**config.mk**
```make
export PLATFORM = sky130hd
export DESIGN_NAME = fnn_batch_sequencer
export DESIGN_NICKNAME = d
export VERILOG_FILES = /design/src/rtl/fnn_seq_pkg.sv /design/src/rtl/fnn_pix_prefetch.sv /design/src/rtl/fnn_batch_sequencer.sv
export SDC_FILE = /design/constraint.sdc
export NUM_CORES = 1
export LEC_CHECK = 0
export ABC_CLOCK_PERIOD_IN_PS = 2900
export CAP_MARGIN = 20
export CORE_MARGIN = 1.5
export CORE_UTILIZATION = 48
export DETAILED_ROUTE_END_ITERATION = 16
export PLACE_DENSITY = 0.81
export SYNTH_ARGS = -nofsm -noshare
export SYNTH_HDL_FRONTEND = slang
export SYNTH_SLANG_ARGS = --single-unit
```
**constraint.sdc**
```tcl
create_clock -name clk -period 2.9 [get_ports clk]
set_input_delay 0.58 -clock clk [delete_from_list [all_inputs] [get_ports clk]]
set_output_delay 0.58 -clock clk [all_outputs]
set_load 0.005 [all_outputs]
```
**src/rtl/fnn_seq_pkg.sv**
```systemverilog
// Shared state encoding and default geometry for the FNN batch sequencer.
package fnn_seq_pkg;

    typedef enum logic [2:0] {
        S_IDLE,
        S_W_WAIT,
        S_W_LOAD,
        S_IMG,
        S_FIN,
        S_RST
    } seq_state_t;

    localparam int WEIGHT_WIDTH_DEF  = 16;
    localparam int PART_NO_WIDTH_DEF = 7;
    localparam int INDATA_WIDTH_DEF  = 16;
    localparam int NO_OF_INPUTS_DEF  = 784;
    // 784*40+40 + 40*10+10 + 10*10+10 + 10*10+10
    localparam int NO_OF_WEIGHTS_DEF = 32030;
    localparam int WADDR_WIDTH_DEF   = 15;
    localparam int PADDR_WIDTH_DEF   = 17;
    localparam int IMG_WIDTH_DEF     = 8;

endpackage

```
**src/rtl/fnn_pix_prefetch.sv**
```systemverilog
// Two-entry pixel buffer in front of a 1-cycle-latency pixel RAM; tracks the
// in-flight read so the buffer never overflows while still sustaining 1 pixel/cycle.
module fnn_pix_prefetch #(
    parameter int INDATA_WIDTH = 16
) (
    input  logic                    clk,
    input  logic                    restart,
    input  logic                    issue_en,
    input  logic                    accept,
    input  logic [INDATA_WIDTH-1:0] p_data,
    output logic                    p_rd,
    output logic                    pix_vld,
    output logic [INDATA_WIDTH-1:0] pix_data
);

    logic [INDATA_WIDTH-1:0] buf_q [2];
    logic                    wr_ptr_q;
    logic                    rd_ptr_q;
    logic [1:0]              occ_q;
    logic                    pend_q;
    logic                    push;
    logic                    pop;
    logic [2:0]              used;
    logic [2:0]              limit;

    assign pix_vld  = (occ_q != 2'd0);
    assign pix_data = buf_q[rd_ptr_q];
    assign pop      = pix_vld & accept;
    assign push     = pend_q;

    // A pop this cycle frees a slot, so it is credited before deciding to issue.
    assign used  = {1'b0, occ_q} + {2'b00, pend_q};
    assign limit = 3'd2 + {2'b00, pop};
    assign p_rd  = issue_en && (used < limit);

    always_ff @(posedge clk) begin
        if (restart) begin
            for (int i = 0; i < 2; i++) buf_q[i] <= '0;
            wr_ptr_q <= 1'b0;
            rd_ptr_q <= 1'b0;
            occ_q    <= 2'd0;
            pend_q   <= 1'b0;
        end else begin
            pend_q <= p_rd;
            if (push) begin
                buf_q[wr_ptr_q] <= p_data;
                wr_ptr_q        <= ~wr_ptr_q;
            end
            if (pop) rd_ptr_q <= ~rd_ptr_q;
            occ_q <= occ_q + {1'b0, push} - {1'b0, pop};
        end
    end

endmodule

```
**src/rtl/fnn_batch_sequencer.sv**
```systemverilog
// Autonomous weight/pixel sequencer for control_FNN.
// Optional per-image cycle counter enabled by defining FNN_SEQ_PERF_EN.
module fnn_batch_sequencer
    import fnn_seq_pkg::*;
#(
    parameter int WEIGHT_WIDTH  = WEIGHT_WIDTH_DEF,
    parameter int PART_NO_WIDTH = PART_NO_WIDTH_DEF,
    parameter int INDATA_WIDTH  = INDATA_WIDTH_DEF,
    parameter int NO_OF_INPUTS  = NO_OF_INPUTS_DEF,
    parameter int NO_OF_WEIGHTS = NO_OF_WEIGHTS_DEF,
    parameter int WADDR_WIDTH   = WADDR_WIDTH_DEF,
    parameter int PADDR_WIDTH   = PADDR_WIDTH_DEF,
    parameter int IMG_WIDTH     = IMG_WIDTH_DEF
) (
    input  logic                                  clk,
    input  logic                                  restart,
    input  logic                                  go,
    input  logic                                  reload_w,
    input  logic [IMG_WIDTH-1:0]                  num_images,
    output logic                                  busy,
    output logic                                  done,
    output logic                                  w_rd,
    output logic [WADDR_WIDTH-1:0]                w_addr,
    input  logic [PART_NO_WIDTH+WEIGHT_WIDTH-1:0] w_data,
    output logic                                  p_rd,
    output logic [PADDR_WIDTH-1:0]                p_addr,
    input  logic [INDATA_WIDTH-1:0]               p_data,
    output logic                                  fnn_load_weights,
    output logic                                  fnn_weight_valid,
    output logic [PART_NO_WIDTH+WEIGHT_WIDTH-1:0] fnn_weight_bus,
    input  logic                                  fnn_ready,
    input  logic                                  fnn_accept,
    output logic                                  fnn_start,
    output logic                                  fnn_ready_in,
    output logic                                  fnn_restart,
    output logic [INDATA_WIDTH-1:0]               fnn_input,
    input  logic                                  fnn_finish,
    input  logic [3:0]                            fnn_max,
    output logic                                  res_valid,
    output logic [3:0]                            res_max,
    output logic [IMG_WIDTH-1:0]                  res_index,
    output logic [31:0]                           perf_cycles
);

    localparam int PIX_CW = $clog2(NO_OF_INPUTS + 1);
    localparam logic [WADDR_WIDTH:0] W_END    = (WADDR_WIDTH+1)'(NO_OF_WEIGHTS);
    localparam logic [PIX_CW-1:0]    PIX_END  = PIX_CW'(NO_OF_INPUTS);
    localparam logic [PIX_CW-1:0]    PIX_LAST = PIX_CW'(NO_OF_INPUTS - 1);

    seq_state_t             state_q, state_d;
    logic [IMG_WIDTH-1:0]   num_q, img_q;
    logic [WADDR_WIDTH:0]   w_cnt_q;
    logic                   w_vld_p1;
    logic [PIX_CW-1:0]      pix_iss_q, pix_cnt_q;
    logic [PADDR_WIDTH-1:0] p_addr_q;
    logic                   res_valid_q, done_q, rst_pulse_q;
    logic [3:0]             res_max_q;
    logic [IMG_WIDTH-1:0]   res_index_q;
    logic                   issue_en, acc_en, pix_vld, xfer, pix_last, w_last_beat, last_img, fin_hit;
    logic [INDATA_WIDTH-1:0] pix_data;

    assign w_last_beat = w_vld_p1 && (w_cnt_q == W_END);
    assign last_img    = (img_q == num_q - IMG_WIDTH'(1));
    assign fin_hit     = (state_q == S_FIN) && fnn_finish;
    assign xfer        = fnn_ready_in && fnn_accept;
    assign pix_last    = xfer && (pix_cnt_q == PIX_LAST);

    always_comb begin
        state_d          = state_q;
        busy             = (state_q != S_IDLE);
        w_rd             = 1'b0;
        fnn_load_weights = 1'b0;
        fnn_start        = 1'b0;
        issue_en         = 1'b0;
        acc_en           = 1'b0;
        case (state_q)
            S_IDLE: begin
                if (go && (num_images != '0)) state_d = reload_w ? S_W_WAIT : S_IMG;
            end
            S_W_WAIT: begin
                if (fnn_ready) state_d = S_W_LOAD;
            end
            S_W_LOAD: begin
                fnn_load_weights = 1'b1;
                w_rd             = (w_cnt_q != W_END);
                if (w_last_beat) state_d = S_IMG;
            end
            S_IMG: begin
                fnn_start = 1'b1;
                issue_en  = (pix_iss_q != PIX_END);
                acc_en    = 1'b1;
                if (pix_last) state_d = S_FIN;
            end
            S_FIN: begin
                fnn_start = 1'b1;
                if (fnn_finish) state_d = last_img ? S_IDLE : S_RST;
            end
            S_RST: begin
                state_d = S_IMG;
            end
            default: state_d = S_IDLE;
        endcase
    end

    fnn_pix_prefetch #(
        .INDATA_WIDTH(INDATA_WIDTH)
    ) u_prefetch (
        .clk      (clk),
        .restart  (restart),
        .issue_en (issue_en),
        .accept   (acc_en & fnn_accept),
        .p_data   (p_data),
        .p_rd     (p_rd),
        .pix_vld  (pix_vld),
        .pix_data (pix_data)
    );

    assign w_addr           = w_cnt_q[WADDR_WIDTH-1:0];
    assign p_addr           = p_addr_q;
    assign fnn_weight_valid = w_vld_p1;
    assign fnn_weight_bus   = w_vld_p1 ? w_data : '0;
    assign fnn_ready_in     = acc_en && pix_vld;
    assign fnn_input        = pix_data;
    assign fnn_restart      = restart | rst_pulse_q;
    assign done             = done_q;
    assign res_valid        = res_valid_q;
    assign res_max          = res_max_q;
    assign res_index        = res_index_q;

    always_ff @(posedge clk) begin
        if (restart) begin
            state_q     <= S_IDLE;
            num_q       <= '0;
            img_q       <= '0;
            w_cnt_q     <= '0;
            w_vld_p1    <= 1'b0;
            pix_iss_q   <= '0;
            pix_cnt_q   <= '0;
            p_addr_q    <= '0;
            res_valid_q <= 1'b0;
            done_q      <= 1'b0;
            rst_pulse_q <= 1'b0;
            res_max_q   <= '0;
            res_index_q <= '0;
        end else begin
            state_q     <= state_d;
            done_q      <= ((state_q == S_IDLE) && go && (num_images == '0)) || (fin_hit && last_img);
            res_valid_q <= fin_hit;
            rst_pulse_q <= fin_hit && !last_img;
            w_vld_p1    <= w_rd;
            if ((state_q == S_IDLE) && go) begin
                num_q    <= num_images;
                img_q    <= '0;
                p_addr_q <= '0;
            end else if (p_rd) begin
                p_addr_q <= p_addr_q + PADDR_WIDTH'(1);
            end
            if (w_rd) w_cnt_q <= w_cnt_q + (WADDR_WIDTH+1)'(1);
            else if (state_q != S_W_LOAD) w_cnt_q <= '0;
            // Per-image pixel bookkeeping restarts once the last pixel is handed over.
            if (pix_last) pix_iss_q <= '0;
            else if (p_rd) pix_iss_q <= pix_iss_q + PIX_CW'(1);
            if (xfer) pix_cnt_q <= pix_last ? '0 : pix_cnt_q + PIX_CW'(1);
            if (fin_hit) begin
                res_max_q   <= fnn_max;
                res_index_q <= img_q;
                if (!last_img) img_q <= img_q + IMG_WIDTH'(1);
            end
        end
    end

`ifdef FNN_SEQ_PERF_EN
    logic [31:0] cyc_p0, perf_p1;

    function automatic logic [31:0] sat_inc(input logic [31:0] v);
        return (v == 32'hFFFF_FFFF) ? v : v + 32'd1;
    endfunction

    // Counts IMG entry through the fnn_finish cycle inclusive.
    always_ff @(posedge clk) begin
        if (restart) begin
            cyc_p0  <= '0;
            perf_p1 <= '0;
        end else begin
            if ((state_q != S_IMG) && (state_d == S_IMG)) cyc_p0 <= '0;
            else if ((state_q == S_IMG) || (state_q == S_FIN && !fnn_finish)) cyc_p0 <= sat_inc(cyc_p0);
            if (fin_hit) perf_p1 <= sat_inc(cyc_p0);
        end
    end

    assign perf_cycles = perf_p1;
`else
    assign perf_cycles = '0;
`endif

endmodule

```
Word-level counts from Yosys, hierarchy flattened:

Memories as Yosys holds them, arrays and structs flattened. A register that Yosys moved wholly into a read port is not among the register bits.
Cells that the tools add are included.

* add/subtract/negate cells: 10
* magnitude comparators: 1
* equality and inequality tests: 16
* muxes and demuxes: 30
* bitwise logic cells: 5
* reductions and logical operators: 24

Operators by type and width (number)
* $mux W16: 3
* $mux W8: 3
* $mux W23: 1
* $add A10 B1 Y10 const B: 2
* $mux W3: 6
* $pmux W3 S6: 1
* $add A17 B1 Y17 const B: 1
* $add A16 B1 Y16 const B: 1
* $eq A16 B15 Y1 const B: 1
* $ne A16 B15 Y1 const B: 1
* $reduce_or A16 Y1: 1
* $mux W1: 14
* $logic_and A1 B1 Y1: 11
* $eq A10 B10 Y1 const B: 1
* $mux W10: 1
* $ne A10 B10 Y1 const B: 1
* $ne A2 B2 Y1 const B: 5
* $add A8 B1 Y8 const B: 1
* $eq A8 B8 Y1: 1
* $logic_not A8 Y1: 1
* $reduce_bool A8 Y1: 1
* $sub A8 B1 Y8 const B: 1
* $eq A3 B2 Y1 const B: 2
* $eq A3 B3 Y1 const B: 2
* other kinds (18): 23

* flip-flop bits (word level): 93
* memory bits (writable): 32
* memories: 1

Memories
* u_prefetch.buf_q: words 2, width 16, read ports 1, clocked after memory_dff 1, wr ports 2, RTL line fnn_pix_prefetch.sv:16 `logic [INDATA_WIDTH-1:0] buf_q [2];`

Longest topological paths before layout:

* depth in word-level cells: 7
* mapped depth: 11
* mapped depth without buffers: 8

Modules after synthesis:

Synthesis repeated with hierarchy kept, for this count alone.

* cell total of the unflattened synthesis: 687
* area, all modules: 6344.8 um2

By module, submodules not included
* fnn_batch_sequencer: times used 1, cells an instance 569, area an instance 4648.2 um2
* fnn_pix_prefetch: times used 1, cells an instance 118, area an instance 1696.6 um2

Least setup slack after synthesis:

No wires, ideal clock.

* path type: reg-to-reg
* start point: register num_q[0]
* end point: register img_q[2]
* library setup time: 0.117 ns
* arrival time: 2.243 ns
* required time: 2.783 ns
* setup slack: 0.539 ns
* cell stages (with the launch flop): 12
* clock period less this slack: 2.361 ns
* cells stage by stage: dfxtp_1 clkbuf_1 inv_1 ha_1 clkbuf_1 o21ba_2 a221oi_1 a41oi_1 a211o_1 and2_1 buf_6 a32o_1

* cells in the longest elaborated chain, start to end: 4

Ends and longest elaborated chain
* start: declaration: RTL line fnn_batch_sequencer.sv:51 `logic [IMG_WIDTH-1:0] num_q, img_q;`
* start signal: assignment: RTL line fnn_batch_sequencer.sv:152 `num_q <= num_images;`
* $sub A8 B1 Y8: RTL line fnn_batch_sequencer.sv:63 `assign last_img = (img_q == num_q - IMG_WIDTH'(1));`
* $eq A8 B8 Y1: RTL line fnn_batch_sequencer.sv:63
* $mux W8: RTL line fnn_batch_sequencer.sv:167 `if (!last_img) img_q <= img_q + IMG_WIDTH'(1);`
* $mux W8: RTL line fnn_batch_sequencer.sv:164 `if (fin_hit) begin`
* end signal: assignment: RTL line fnn_batch_sequencer.sv:167
* end: declaration: RTL line fnn_batch_sequencer.sv:51

Every way passes these cells.
A chain may end at the register's enable or synchronous reset.

Worst setup path after layout:

* start point: register pix_iss_q[0]
* end point: output port p_rd

* cells in the longest elaborated chain, start to end: 3

Ends and longest elaborated chain
* start: declaration: RTL line fnn_batch_sequencer.sv:54 `logic [PIX_CW-1:0] pix_iss_q, pix_cnt_q;`
* start signal: assignment: RTL line fnn_batch_sequencer.sv:162 `else if (p_rd) pix_iss_q <= pix_iss_q + PIX_CW'(1);`
* $ne A10 B10 Y1: RTL line fnn_batch_sequencer.sv:90 `issue_en = (pix_iss_q != PIX_END);`
* $mux W1: RTL line fnn_batch_sequencer.sv:76 `case (state_q)`
* $logic_and A1 B1 Y1: RTL line fnn_pix_prefetch.sv:34 `assign p_rd = issue_en && (used < limit);`
* end: declaration: RTL line fnn_batch_sequencer.sv:25 `output logic p_rd,`

Every way passes these cells.

==> results.cfg <==
[logic_synthesis]
yosysSeqAreaShare_pct = 44.8
synth_top_area_cell = dfxtp_1
synth.distinct_cells = 55
syn_inst = 692
ys.flop_type = dfxtp_1
synthArstFlopShare_pct = 0
synthTopCellsByArea = dfxtp_1 30%, edfxtp_1 15%, and2_1 6.4%
synth.avg_cell_area_um2 = 9.16
syn_area_um2 = 6340
synth_commonest_cells = 94 x dfxtp_1, 69 x nand2_1, 66 x nor2_1
yosysMostFrequentCell = dfxtp_1
synth-edff-count = 32
ys_ff_latch = 126
yosys_warnings = 0
synth_top_area_share_pct = 29.7

[flow_run]
cap_violations = 0

[cells_and_area]
seq_area_um2 = 2850
fin_nets = 898
multi_input_area_um2 = 3070
fin_cells = 1013
drive_gt1_share_pct = 8.44
area_growth_pct = 32.6
antenna_cells = 0
n_fill_cell = 1011

[drt]
drc = 0
via_count = 5197
post_drt_wl_per_cell_um = 14.0
ant_nets = 0
wl_mm = 14.2
drt-vias-per-instance = 5.13
drt_iter0_markers = 345
dr.pass1.iters = 5

[sta]
slew_viol_final = 0
max_freq_mhz = 361
setup_viol = 0
slew_headroom_pct = 53.2
rsz0062_at_grt = no
finalCritPeriodShare_pct = 95.6
fin_skew_ns = 0.00564
fin_ws_ns = 0.126
layout_min_cycle_time_ns = 2.77
setup-tns-final_ns = 0
tightest_slew_ns = 0.702
hold_viol = 0

[worst_hold_path]
hp-start = res_index[4]
min_path_type = flip-flop to flip-flop

[global_routing]
globalRouteOverflowTotal = 0
antenna_found_initial = 0
grt_pass1_wl_mm = 23.7
grt_usage_pct = 20.9
grt_pass1_vias = 5012
grt_max_degree = 32

[placement]
dp_hpwl_mm = 10.2
dp_slack_ns = 0.243
gp_congestion = 0.840
portBuffers = 150
placedCellCount = 980

[critical_path]
slowest_delay_ns = 0.50
critical_path_class = flip-flop to primary output
cp.required_ns = 2.32
worstPathArrival_ns = 2.19
crit_slowest_cell = clkdlybuf4s50_1
startpoint = pix_iss_q[0]
cp_cell_sequence = inv_1 -> ha_1 -> and4b_1 -> a311oi_2 -> and2_1 -> clkdlybuf4s50_1
crit_path_end_kind = primary output
crit_fanout = 4
r2r-start = num_q[0]
crit_path_start_kind = flip-flop

[clocking]
hold_buffers = 0
cts_root_buf = clkbuf_16
numCtsBuffers = 17
clk_pin_slew_ns = 0.05
clk_latency_ns = 0.41
htree_levels = 4
cts_buffer_depth = 2
cts_tree = built
clock_sinks = 126

[status]
status = finished, final reports clean

[die]
die_x_um = 118
rows = 41
core_area_um2 = 12800
die-area_um2 = 13900
start_util_pct = 49.6
die_h_um = 118
ios = 183

[power]
cellPowerDensity_nw_per_um2 = 596
clockPowerShare_pct = 42.6
p_sw_w = 0.00124
worst_ir_drop_vdd_mv = 0.438
sw_frac_of_total_pct = 24.7
leakage_nw = 3.13
power_w = 0.00501
power_frac_comb_pct = 17.4
intPower_w = 0.00378
seqPwrFrac_pct = 39.9
## per-stage QoR
step,hold WS (ns),utilization [%],instance area (µm²)
after floorplan,0.448,-,6450
after global placement,0.446,61.0,7790
after detailed placement,0.452,61.0,7790
after CTS,0.458,65.7,8390
after global routing,0.474,65.8,8410
final,0.454,65.8,8410
## routing by layer
metal,GRT usage [%],share of wire (%),vias up,routed length (µm)
li1,-,-,2556,-
met1,24.4,42,2481,5980
met2,37.0,51,140,7280
met3,6.30,5.1,20,720
met4,6.02,1.7,0,242
met5,0,0,-,0
## registers in the layout, indices dropped and copies added (netlist names), named ones only
name and cells:
u_prefetch.buf_q 32, p_addr 17, w_cnt_q 16, pix_cnt_q 10, pix_iss_q 10, img_q 8, num_q 8, res_index 8
res_max 4, state_q 3, u_prefetch.occ_q 2, done 1, fnn_weight_valid 1, res_valid 1, rst_pulse_q 1, u_prefetch.pend_q 1
u_prefetch.rd_ptr_q 1, u_prefetch.wr_ptr_q 1
## power groups by stage
stage                     clock, W  combinational (W)  sequential [W]
after CTS                  0.00217           0.000872         0.00199
after global placement           0           0.000833         0.00202
after global routing       0.00226           0.000964         0.00202
final                      0.00214           0.000874         0.00200
after detailed placement         0           0.000861         0.00203
after floorplan                  0           0.000577         0.00197
## cells by family (layout without fill, tap and decap cells)
group           Yosys count  count (layout)  synth area share [%]
compound gates           85              85                  8.80
simple gates            299             299                  24.3
mux                      21              21                  3.67
buf+inv                  96             214                  8.72
fa+ha+maj                12              12                  2.37
xor+xnor                 52              52                  7.19
flops                   126             126                  44.8
other cells               1              32                0.0592
## layout make-up
type                       count  area share [%]
inverter                      16           0.714
clock inverter                 8            1.65
timing repair buffer         166            19.3
sequential                   126            33.8
clock buffer                  24            5.37
tap                          172            2.56
multi-input combinational    501            36.6
## placed cells by master, fill, tap and decap left out, drive strengths merged, types with 18 or more instances in the layout
cell type and instances:
a21oi 38, mux2 18, conb 32, xnor2 23, xor2 29, and2 65, nand2 69, dfxtp 94
edfxtp 32, clkbuf 24, clkdlybuf4s50 150, nor2 66
## path summary, 6_finish.rpt
kind                            slack (ns)  cells after the start            to
worst min register to register        0.45                      2  res_index[4]
worst min-delay path                  0.45                      2  res_index[4]
worst max register to register        0.29                      8      img_q[2]
worst max-delay path                  0.13                      6          p_rd
## worst max-delay path: cells and delay by family (launching register included)
family | cells | cell delay (ns)
buffers and inverters | 2 | 0.55
flip-flops | 1 | 0.36
AND/OR/NAND/NOR | 2 | 0.41
AO/OA/AOI/OAI | 1 | 0.27
adder cells (fa/ha/maj) | 1 | 0.19
## repair_timing
item	in CTS	in global routing
endpoints found under the setup margin	1	1
resized for setup	1	3
buffers inserted	0	1
pin swaps	0	1
No activity file was read; power rests on OpenSTA's default activity.
